==> config.mk <==
export PLATFORM = sky130hd
export DESIGN_NAME = alarm_sequencer_flat
export DESIGN_NICKNAME = d
export VERILOG_FILES = /design/src/rtl/alarm_pkg.sv /design/src/rtl/alarm_sequencer_if.sv /design/src/rtl/tick_countdown.sv /design/src/rtl/alarm_sequencer.sv /design/src/flat_wrapper.sv
export SDC_FILE = /design/constraint.sdc
export NUM_CORES = 1
export LEC_CHECK = 0
export CAP_MARGIN = 20
export CORE_MARGIN = 2
export CORE_UTILIZATION = 43
export CTS_CLUSTER_SIZE = 12
export DETAILED_ROUTE_END_ITERATION = 8
export GPL_TIMING_DRIVEN = 1
export PLACE_DENSITY = 0.77
export SETUP_SLACK_MARGIN = 0.05
export SKIP_CTS_REPAIR_TIMING = 1
export SLEW_MARGIN = 20
export SYNTH_ARGS = -nofsm -noshare
export SYNTH_HDL_FRONTEND = slang
export SYNTH_SLANG_ARGS = --single-unit
==> constraint.sdc <==
create_clock -name clkSignal -period 2.31 [get_ports clkSignal]
set_input_delay 0.462 -clock clkSignal [delete_from_list [all_inputs] [get_ports clkSignal]]
set_output_delay 0.462 -clock clkSignal [all_outputs]
set_load 0.01 [all_outputs]
==> src/rtl/alarm_pkg.sv <==
// alarm_pkg: state encoding and tick-count width shared by the alarm sequencer files
package alarm_pkg;
  localparam int CNT_W = 8;
  typedef enum logic [2:0] {
    DISARMED = 3'd0,
    EXIT     = 3'd1,
    ARMED    = 3'd2,
    ENTRY    = 3'd3,
    ALARM    = 3'd4,
    SILENCED = 3'd5
  } state_t;
endpackage

==> src/rtl/alarm_sequencer_if.sv <==
// alarm_sequencer_if: groups the sequencer's control/status signals
//   master: drives tick/arm/disarm/doorSensor/zoneSensor, observes the outputs
//   slave : the sequencer, drives timerEN/state/remaining/buzzer/siren
interface alarm_sequencer_if;
  import alarm_pkg::*;
  logic             tick;
  logic             arm;
  logic             disarm;
  logic             doorSensor;
  logic             zoneSensor;
  logic             timerEN;
  logic [2:0]       state;
  logic [CNT_W-1:0] remaining;
  logic             buzzer;
  logic             siren;
  modport master (
    output tick, arm, disarm, doorSensor, zoneSensor,
    input  timerEN, state, remaining, buzzer, siren
  );
  modport slave (
    input  tick, arm, disarm, doorSensor, zoneSensor,
    output timerEN, state, remaining, buzzer, siren
  );
endinterface

==> src/rtl/tick_countdown.sv <==
// tick_countdown: loadable down-counter holding the ticks left in the current phase
//   clkSignal/RST: clock, async active-low reset
//   load/loadValue: overwrite the count; dec: count down, saturating at 1
//   remaining: current count; isOne: count equals 1
module tick_countdown
  import alarm_pkg::*;
(
  input  logic             clkSignal,
  input  logic             RST,
  input  logic             load,
  input  logic [CNT_W-1:0] loadValue,
  input  logic             dec,
  output logic [CNT_W-1:0] remaining,
  output logic             isOne
);
  always_ff @(posedge clkSignal or negedge RST)
    if (!RST) remaining <= '0;
    else if (load) remaining <= loadValue;
    else if (dec && remaining > CNT_W'(1)) remaining <= remaining - CNT_W'(1);
  assign isOne = remaining == CNT_W'(1);
endmodule

==> src/rtl/alarm_sequencer.sv <==
// alarm_sequencer: tick-timed exit/entry/siren supervisory FSM
//   clkSignal/RST: clock, async active-low reset
//   bus (slave): tick/arm/disarm/doorSensor/zoneSensor in;
//                timerEN/state/remaining/buzzer/siren out, all registered
module alarm_sequencer
  import alarm_pkg::*;
#(
  parameter int EXIT_TICKS  = 30,
  parameter int ENTRY_TICKS = 20,
  parameter int SIREN_TICKS = 180
) (
  input logic         clkSignal,
  input logic         RST,
  alarm_sequencer_if.slave bus
);
  state_t           st, nxt;
  logic             en, bz, sr, load, dec, is_one, vt;
  logic [CNT_W-1:0] load_value, rem;
  // ticks only count while the upstream timer is actually enabled
  assign vt = bus.tick & en;
  always_comb begin
    nxt        = st;
    load       = 1'b0;
    load_value = '0;
    dec        = 1'b0;
    if (bus.disarm) begin
      nxt  = DISARMED;
      load = 1'b1;
    end else begin
      case (st)
        DISARMED: if (bus.arm) begin
          nxt        = EXIT;
          load       = 1'b1;
          load_value = CNT_W'(EXIT_TICKS);
        end
        EXIT: if (vt) begin
          nxt  = is_one ? ARMED : EXIT;
          load = is_one;
          dec  = !is_one;
        end
        ARMED: if (bus.zoneSensor) begin
          nxt        = ALARM;
          load       = 1'b1;
          load_value = CNT_W'(SIREN_TICKS);
        end else if (bus.doorSensor) begin
          nxt        = ENTRY;
          load       = 1'b1;
          load_value = CNT_W'(ENTRY_TICKS);
        end
        ENTRY: if (bus.zoneSensor || (vt && is_one)) begin
          nxt        = ALARM;
          load       = 1'b1;
          load_value = CNT_W'(SIREN_TICKS);
        end else dec = vt;
        ALARM: if (vt) begin
          nxt  = is_one ? SILENCED : ALARM;
          load = is_one;
          dec  = !is_one;
        end
        SILENCED: if (bus.zoneSensor || bus.doorSensor) begin
          nxt        = ALARM;
          load       = 1'b1;
          load_value = CNT_W'(SIREN_TICKS);
        end
        default: begin
          nxt  = DISARMED;
          load = 1'b1;
        end
      endcase
    end
  end
  // timerEN stays low on the first cycle of every timed phase so the timer restarts
  always_ff @(posedge clkSignal or negedge RST)
    if (!RST) begin
      st <= DISARMED;
      en <= 1'b0;
      bz <= 1'b0;
      sr <= 1'b0;
    end else begin
      st <= nxt;
      en <= (nxt == EXIT || nxt == ENTRY || nxt == ALARM) && nxt == st;
      bz <= nxt == EXIT || nxt == ENTRY;
      sr <= nxt == ALARM;
    end
  tick_countdown u_cnt (
    .clkSignal(clkSignal),
    .RST(RST),
    .load(load),
    .loadValue(load_value),
    .dec(dec),
    .remaining(rem),
    .isOne(is_one)
  );
  assign bus.state     = st;
  assign bus.timerEN   = en;
  assign bus.buzzer    = bz;
  assign bus.siren     = sr;
  assign bus.remaining = rem;
endmodule

==> src/flat_wrapper.sv <==
// flat-port wrapper written by rule: the top's interface ports become plain ports
module alarm_sequencer_flat import alarm_pkg::*;
#(
  parameter int EXIT_TICKS  = 30,
  parameter int ENTRY_TICKS = 20,
  parameter int SIREN_TICKS = 180
)
  (clkSignal, RST, bus_tick, bus_arm, bus_disarm, bus_doorSensor, bus_zoneSensor, bus_timerEN, bus_state, bus_remaining, bus_buzzer, bus_siren);
  alarm_sequencer_if bus_i ();
  input logic clkSignal;
  input logic RST;
  input wire logic [$bits(bus_i.tick)-1:0] bus_tick;
  input wire logic [$bits(bus_i.arm)-1:0] bus_arm;
  input wire logic [$bits(bus_i.disarm)-1:0] bus_disarm;
  input wire logic [$bits(bus_i.doorSensor)-1:0] bus_doorSensor;
  input wire logic [$bits(bus_i.zoneSensor)-1:0] bus_zoneSensor;
  output wire logic [$bits(bus_i.timerEN)-1:0] bus_timerEN;
  output wire logic [$bits(bus_i.state)-1:0] bus_state;
  output wire logic [$bits(bus_i.remaining)-1:0] bus_remaining;
  output wire logic [$bits(bus_i.buzzer)-1:0] bus_buzzer;
  output wire logic [$bits(bus_i.siren)-1:0] bus_siren;
  assign bus_i.tick = bus_tick;
  assign bus_i.arm = bus_arm;
  assign bus_i.disarm = bus_disarm;
  assign bus_i.doorSensor = bus_doorSensor;
  assign bus_i.zoneSensor = bus_zoneSensor;
  assign bus_timerEN = bus_i.timerEN;
  assign bus_state = bus_i.state;
  assign bus_remaining = bus_i.remaining;
  assign bus_buzzer = bus_i.buzzer;
  assign bus_siren = bus_i.siren;
  alarm_sequencer #(.EXIT_TICKS(EXIT_TICKS), .ENTRY_TICKS(ENTRY_TICKS), .SIREN_TICKS(SIREN_TICKS)) u_core (.clkSignal(clkSignal), .RST(RST), .bus(bus_i));
endmodule
==> results of run 1 <==
[final timing paths]
path / startpoint / endpoint / depth (start not counted)
max in group asynchronous: RST / u_core.u_cnt.remaining[3]$_DFFE_PN0P_ / 1
hold reg to reg: u_core.u_cnt.remaining[1]$_DFFE_PN0P_ / u_core.u_cnt.remaining[1]$_DFFE_PN0P_ / 1
hold / removal: RST / u_core.u_cnt.remaining[2]$_DFFE_PN0P_ / 1
setup / recovery: u_core.u_cnt.remaining[2]$_DFFE_PN0P_ / u_core.u_cnt.remaining[4]$_DFFE_PN0P_ / 5
min in group clkSignal: u_core.u_cnt.remaining[1]$_DFFE_PN0P_ / u_core.u_cnt.remaining[1]$_DFFE_PN0P_ / 1
setup reg to reg: u_core.u_cnt.remaining[2]$_DFFE_PN0P_ / u_core.u_cnt.remaining[4]$_DFFE_PN0P_ / 5
[area by class of cell]
class | count | area [um2]
fill | 205 | 912
inverter | 6 | 22.5
timing repair buffer | 29 | 268
tap | 28 | 35.0
clock buffer | 4 | 36.3
multi-input combinational | 87 | 609
sequential | 14 | 350
[where the power goes]
group / internal [mW] / switching (mW) / leakage, nW / total, mW
clock: 0.0962 / 0.0867 / 0.0210 / 0.183
combinational: 0.168 / 0.155 / 0.330 / 0.324
sequential: 0.272 / 0.0309 / 0.186 / 0.303
total: 0.536 / 0.273 / 0.537 / 0.809
[per-layer routing]
layer,part of all wire (%),routed length [um],track usage (%)
met5,0,0,0
met4,2.5,61,8.55
met3,3.8,93,5.37
met2,48,1180,32.1
met1,46,1130,26.3
[per-stage QoR]
step	setup WS (ns)	hold WS, ns	util (%)
global placement	0.00832	0.570	57.2
CTS	0.131	0.585	58.8
floorplan	0.161	0.166	-
detailed placement	-0.0350	0.584	57.2
finish	0.144	0.545	59.2
global route	0.0500	0.628	59.2
[Yosys cell counts (2+ instances only)]
| library cell | number |
|---|---|
| a211oi_1 | 3 |
| a21oi_1 | 3 |
| a31oi_1 | 3 |
| a31oi_4 | 2 |
| and2_1 | 2 |
| and3_1 | 4 |
| buf_6 | 4 |
| clkbuf_1 | 2 |
| dfrtp_1 | 14 |
| ha_1 | 2 |
| inv_1 | 6 |
| nand2_1 | 3 |
| nand2b_1 | 2 |
| nand3_1 | 2 |
| nand3b_1 | 2 |
| nand4_1 | 2 |
| nor2_1 | 12 |
| nor2b_1 | 2 |
| nor3_1 | 9 |
| nor3b_1 | 3 |
| nor4_1 | 4 |
| o22ai_1 | 3 |
| or2_2 | 2 |
| or2b_1 | 2 |
| or4_4 | 2 |
| xor2_1 | 2 |
[cell families (layout without fill, tap and decap cells)]
family | after synthesis | count (layout) | share of synthesized area, %
fa+ha+maj | 2 | 2 | 2.44
compound gates | 25 | 25 | 21.0
buf+inv | 12 | 39 | 7.31
xor+xnor | 3 | 3 | 2.56
flops | 14 | 14 | 34.1
simple gates | 57 | 57 | 32.6
[state kept, by name, summed over array words and instances, names as in the netlist]
register                cells
u_core.bus.buzzer           1
u_core.bus.siren            1
u_core.u_cnt.remaining      8
u_core.bus.state            3
u_core.bus.timerEN          1
[cells in the final DEF, fill, tap and decap left out, drive strengths merged, types with 4 or more instances in the layout]
master         instances
nor3                   9
nor4                   4
a211oi                 4
clkdlybuf4s50         20
dfrtp                 14
a31oi                  5
nor2                  12
inv                    6
clkbuf                 4
buf                    9
and3                   5
==> flow_metrics.tcl, run 1 <==
set metrics [dict create \
    timing.final.crit_share_pct 93.7 \
    numPortBuffers 20 \
    placedInstanceArea_um2 1280 \
    grt_pass1_vias 901 \
    fin_skew_ns 0.00763 \
    rows 17 \
    root_buffer "clkbuf_4" \
    synthFlopType "dfrtp_1" \
    synthDominantCellAreaShare_pct 34.1 \
    ys_seq_area_share_pct 34.1 \
    clk_latency_ns 0.29 \
    final_cell_count_no_fill 168 \
    die_y_um 52.9 \
    yosys_warnings 0 \
    coreArea_um2 2230 \
    power_density_nw_per_um2 613 \
    detail_route.vias_per_cell 5.80 \
    cp_slowest_cell "or4_4" \
    drive_gt1_share_pct 17.9 \
    antenna_left 0 \
    grt_antenna_before_repair 0 \
    rrSetupSlack_ns 0.14 \
    grt_remaining_overflow 0 \
    start_util_pct 46.0 \
    grt_max_degree 17 \
    crit_type "flop to flop" \
    synth-edff-count 0 \
    path_cells "or4_4 > or4_4 > a31oi_4 > o22ai_1 > a211oi_1" \
    required_ns 2.52 \
    drc 0 \
    gp_congestion 0.865 \
    dp.cells 164 \
    clockBufferDepth 2 \
    tightest_slew_ns 0.614 \
    crit_family "simple AND/OR/NAND/NOR gates" \
    yosysTopAreaCell "dfrtp_1" \
    relSlewSlack_pct 59.0 \
    cap_violations 0 \
    finalInstanceArea_um2 1320 \
    cp_num_buf_inv 0 \
    htreeDepth 1 \
    fin_setup_tns_ns 0 \
    syn_inst 113 \
    drt_iter0_markers 9 \
    post_drt_wl_per_cell_um 14.6 \
    status "complete, no violations" \
    drv_slew 0 \
    p_total_uw 809 \
    crit_top_cell "or4_4" \
    grt_use_total_pct 20.4 \
    fin_crit_ns 2.17 \
    start_kind "flop" \
    end_kind "flop" \
    hold_viol 0 \
    synth_cell_type_count 42 \
    irDropWorstVdd_mv 0.353 \
    cts.sinks 14 \
    cts_buffers 3 \
    ys_ff_latch 14 \
    area_growth_pct 28.6 \
    syn_nets 122 \
    leakagePower_nw 0.537 \
    rsz0062_at_grt "false" \
    cts_tree "done" \
    slowest_delay_ns 0.57 \
    die_area_um2 2800 \
    grt_pass1_wl_um 4040 \
    fp.dieW_um 52.9 \
    path_max_fanout 3 \
    async_flop_share_pct 100 \
    dp_hpwl_um 1920 \
    setup_viol 0 \
    num_io_pins 21 \
    netlist_top_cells_area "dfrtp_1, nor3_1, buf_6" \
    hold_path.class "input port to asynchronous set/reset pin" \
    cp.arrival_ns 2.37 \
    fin_nets 150 \
    vias 974 \
    max_freq_ghz 0.462 \
    wl_um 2460 \
    clkTransAtPathRegs_ns 0.09 \
    synthesis.area_um2 1030 \
    drtPass1Iterations 4 \
    syn_area_per_cell_um2 9.09 \
    diodes 0 \
]
Note: power is estimated with default switching activity, not from simulation.
==> run 2, diff against run 1 <==
--- a/config.mk
+++ b/config.mk
@@ -8,8 +8,8 @@
 export CAP_MARGIN = 20
 export CORE_MARGIN = 2
 export CORE_UTILIZATION = 43
-export CTS_CLUSTER_SIZE = 12
 export DETAILED_ROUTE_END_ITERATION = 8
+export GPL_ROUTABILITY_DRIVEN = 0
 export GPL_TIMING_DRIVEN = 1
 export PLACE_DENSITY = 0.77
 export SETUP_SLACK_MARGIN = 0.05
==> results of run 2 <==
No change in the layout: final DEF, timing and power equal those of run 1.
==> run 3, diff against run 2 <==
--- a/config.mk
+++ b/config.mk
@@ -6,6 +6,7 @@
 export NUM_CORES = 1
 export LEC_CHECK = 0
 export CAP_MARGIN = 20
+export CORE_ASPECT_RATIO = 0.9
 export CORE_MARGIN = 2
 export CORE_UTILIZATION = 43
 export DETAILED_ROUTE_END_ITERATION = 8
==> run 3 against run 2 <==
Global-route usage decreased by 2.0 points; first-iteration DRC count grew 56%; sequential share of layout area increased by 0.66 points; die area about the same; register-to-register slack lost 0.06 ns; cell area shrank 2.1%; hold slack improved by 0.010 ns; clock power down 27%; via count grew 0.21%; routed wire length shrank 4.8%; largest power group unchanged.
==> flow_metrics.tcl, run 3 (same netlist as run 1, synthesis figures left out) <==
set metrics [dict create \
    fin_skew_ns 0.0105 \
    start_util_pct 46.2 \
    drc 0 \
    path_max_fanout 6 \
    irDropWorstVdd_mv 0.349 \
    hold_path.class "input port to asynchronous set/reset pin" \
    rrSetupSlack_ns 0.09 \
    grt_pass1_wl_um 4010 \
    hold_viol 0 \
    post_drt_wl_per_cell_um 14.2 \
    crit_type "flop to flop" \
    grt_max_degree 17 \
    r2r_end "u_core.u_cnt.remaining[7]$_DFFE_PN0P_" \
    antenna_left 0 \
    cap_violations 0 \
    grt_use_total_pct 18.4 \
    grt_pass1_vias 886 \
    regMostFlops "u_core.u_cnt.remaining" \
    numPortBuffers 20 \
    clk_latency_ns 0.28 \
    cts.sinks 14 \
    r2r_start "u_core.u_cnt.remaining[7]$_DFFE_PN0P_" \
    grt_antenna_before_repair 0 \
    coreArea_um2 2220 \
    cp_num_buf_inv 0 \
    max_freq_ghz 0.450 \
    fin_crit_ns 2.22 \
    drv_slew 0 \
    leakagePower_nw 0.522 \
    power_density_nw_per_um2 581 \
    fin_nets 149 \
    setup_viol 0 \
    fp.dieW_um 55.5 \
    worstRegToRegCells 5 \
    p_total_uw 751 \
    path_cells "or4_4 > or4_4 > a31oi_4 > nor2_1 > nor4_1" \
    rsz0062_at_grt "false" \
    crit_cells 5 \
    htreeDepth 1 \
    dp_hpwl_um 1900 \
    relSlewSlack_pct 59.2 \
    wl_um 2340 \
    crit_top_cell "or4_4" \
    drtPass1Iterations 4 \
    drive_gt1_share_pct 16.7 \
    final_cell_mix "clkdlybuf4s50_1, dfrtp_1, nor2_1, nor3_1, buf_4" \
    required_ns 2.49 \
    num_io_pins 21 \
    diodes 0 \
    clockBufferDepth 2 \
    largest_register_ffs 8 \
    vias 976 \
    layout_commonest_cell "clkdlybuf4s50_1" \
    detail_route.vias_per_cell 5.92 \
    slowest_delay_ns 0.57 \
    cp_slowest_cell "or4_4" \
    cts_tree "done" \
    clkTransAtPathRegs_ns 0.08 \
    end_kind "flop" \
    die_y_um 50.4 \
    start_kind "flop" \
    rows 16 \
    die_area_um2 2800 \
    timing.final.crit_share_pct 96.1 \
    fin_setup_tns_ns 0 \
    cp.arrival_ns 2.40 \
    crit_family "simple AND/OR/NAND/NOR gates" \
    cts_buffers 3 \
    root_buffer "clkbuf_4" \
    status "complete, no violations" \
    drt_iter0_markers 14 \
    grt_remaining_overflow 0 \
    area_growth_pct 25.9 \
    tightest_slew_ns 0.610 \
]
[run 3: cell count changes in the layout (fill, tap and decap cells not counted), sizes merged]
cell / change
buf: -1
clkbuf: -1
[run 3: layout make-up]
| class | instances | area, um2 |
|---|---|---|
| fillers | 208 | 928 |
| flip-flops and latches | 14 | 352 |
| well taps | 27 | 33.8 |
| inverters | 6 | 22.5 |
| repair buffers | 28 | 260 |
| clock buffers | 3 | 22.5 |
| multi-input cells | 87 | 603 |
[run 3: report_power, final]
| part | total (mW) | internal, mW | switching [mW] |
|---|---|---|---|
| Sequential | 0.306 | 0.273 | 0.0332 |
| Combinational | 0.311 | 0.164 | 0.147 |
| Clock | 0.134 | 0.0605 | 0.0736 |
| Total | 0.751 | 0.497 | 0.254 |
[run 3: per-layer routing]
metal / vias up / part of all wire (%) / global-route usage, %
met4: 0 / 1.1 / 6.50
met1: 479 / 46 / 22.7
met2: 16 / 49 / 30.2
li1: 477 / - / -
met3: 4 / 3.5 / 6.19
met5: - / 0 / 0
[run 3: how the worst max path moves through the flow]
stage                                     startpoint                                    end  slack (ns)
2_1_floorplan  u_core.u_cnt.remaining[2]$_DFFE_PN0P_  u_core.u_cnt.remaining[2]$_DFFE_PN0P_        0.16
3_3_place_gp                                bus_tick  u_core.u_cnt.remaining[2]$_DFFE_PN0P_        0.06
3_5_place_dp                                bus_tick  u_core.u_cnt.remaining[2]$_DFFE_PN0P_       0.004
4_1_cts        u_core.u_cnt.remaining[7]$_DFFE_PN0P_  u_core.u_cnt.remaining[5]$_DFFE_PN0P_        0.12
5_1_grt        u_core.u_cnt.remaining[7]$_DFFE_PN0P_  u_core.u_cnt.remaining[7]$_DFFE_PN0P_        0.02
6_report       u_core.u_cnt.remaining[7]$_DFFE_PN0P_  u_core.u_cnt.remaining[7]$_DFFE_PN0P_        0.09
[run 3: through the flow]
| stage | setup WS (ns) | hold slack [ns] | cells | instance area, um2 | util, % |
|---|---|---|---|---|---|
| 6_report | 0.0893 | 0.555 | 165 | 1290 | 58.2 |
| 5_1_grt | 0.0198 | 0.625 | 165 | 1290 | 58.2 |
| 4_1_cts | 0.118 | 0.580 | 165 | 1290 | 58.1 |
| 3_5_place_dp | 0.00440 | 0.586 | 162 | 1270 | 57.1 |
| 3_3_place_gp | 0.0562 | 0.578 | 162 | 1270 | 57.1 |
| 2_1_floorplan | 0.161 | 0.166 | 113 | 1030 | - |
[run 3: worst register-to-register path: cells and delay by family, from the launching register on]
family             cells  cell delay [ns]
DFF                    1             0.45
and+or+nand+nor        4             1.47
AOI/OAI and AO/OA      1             0.20
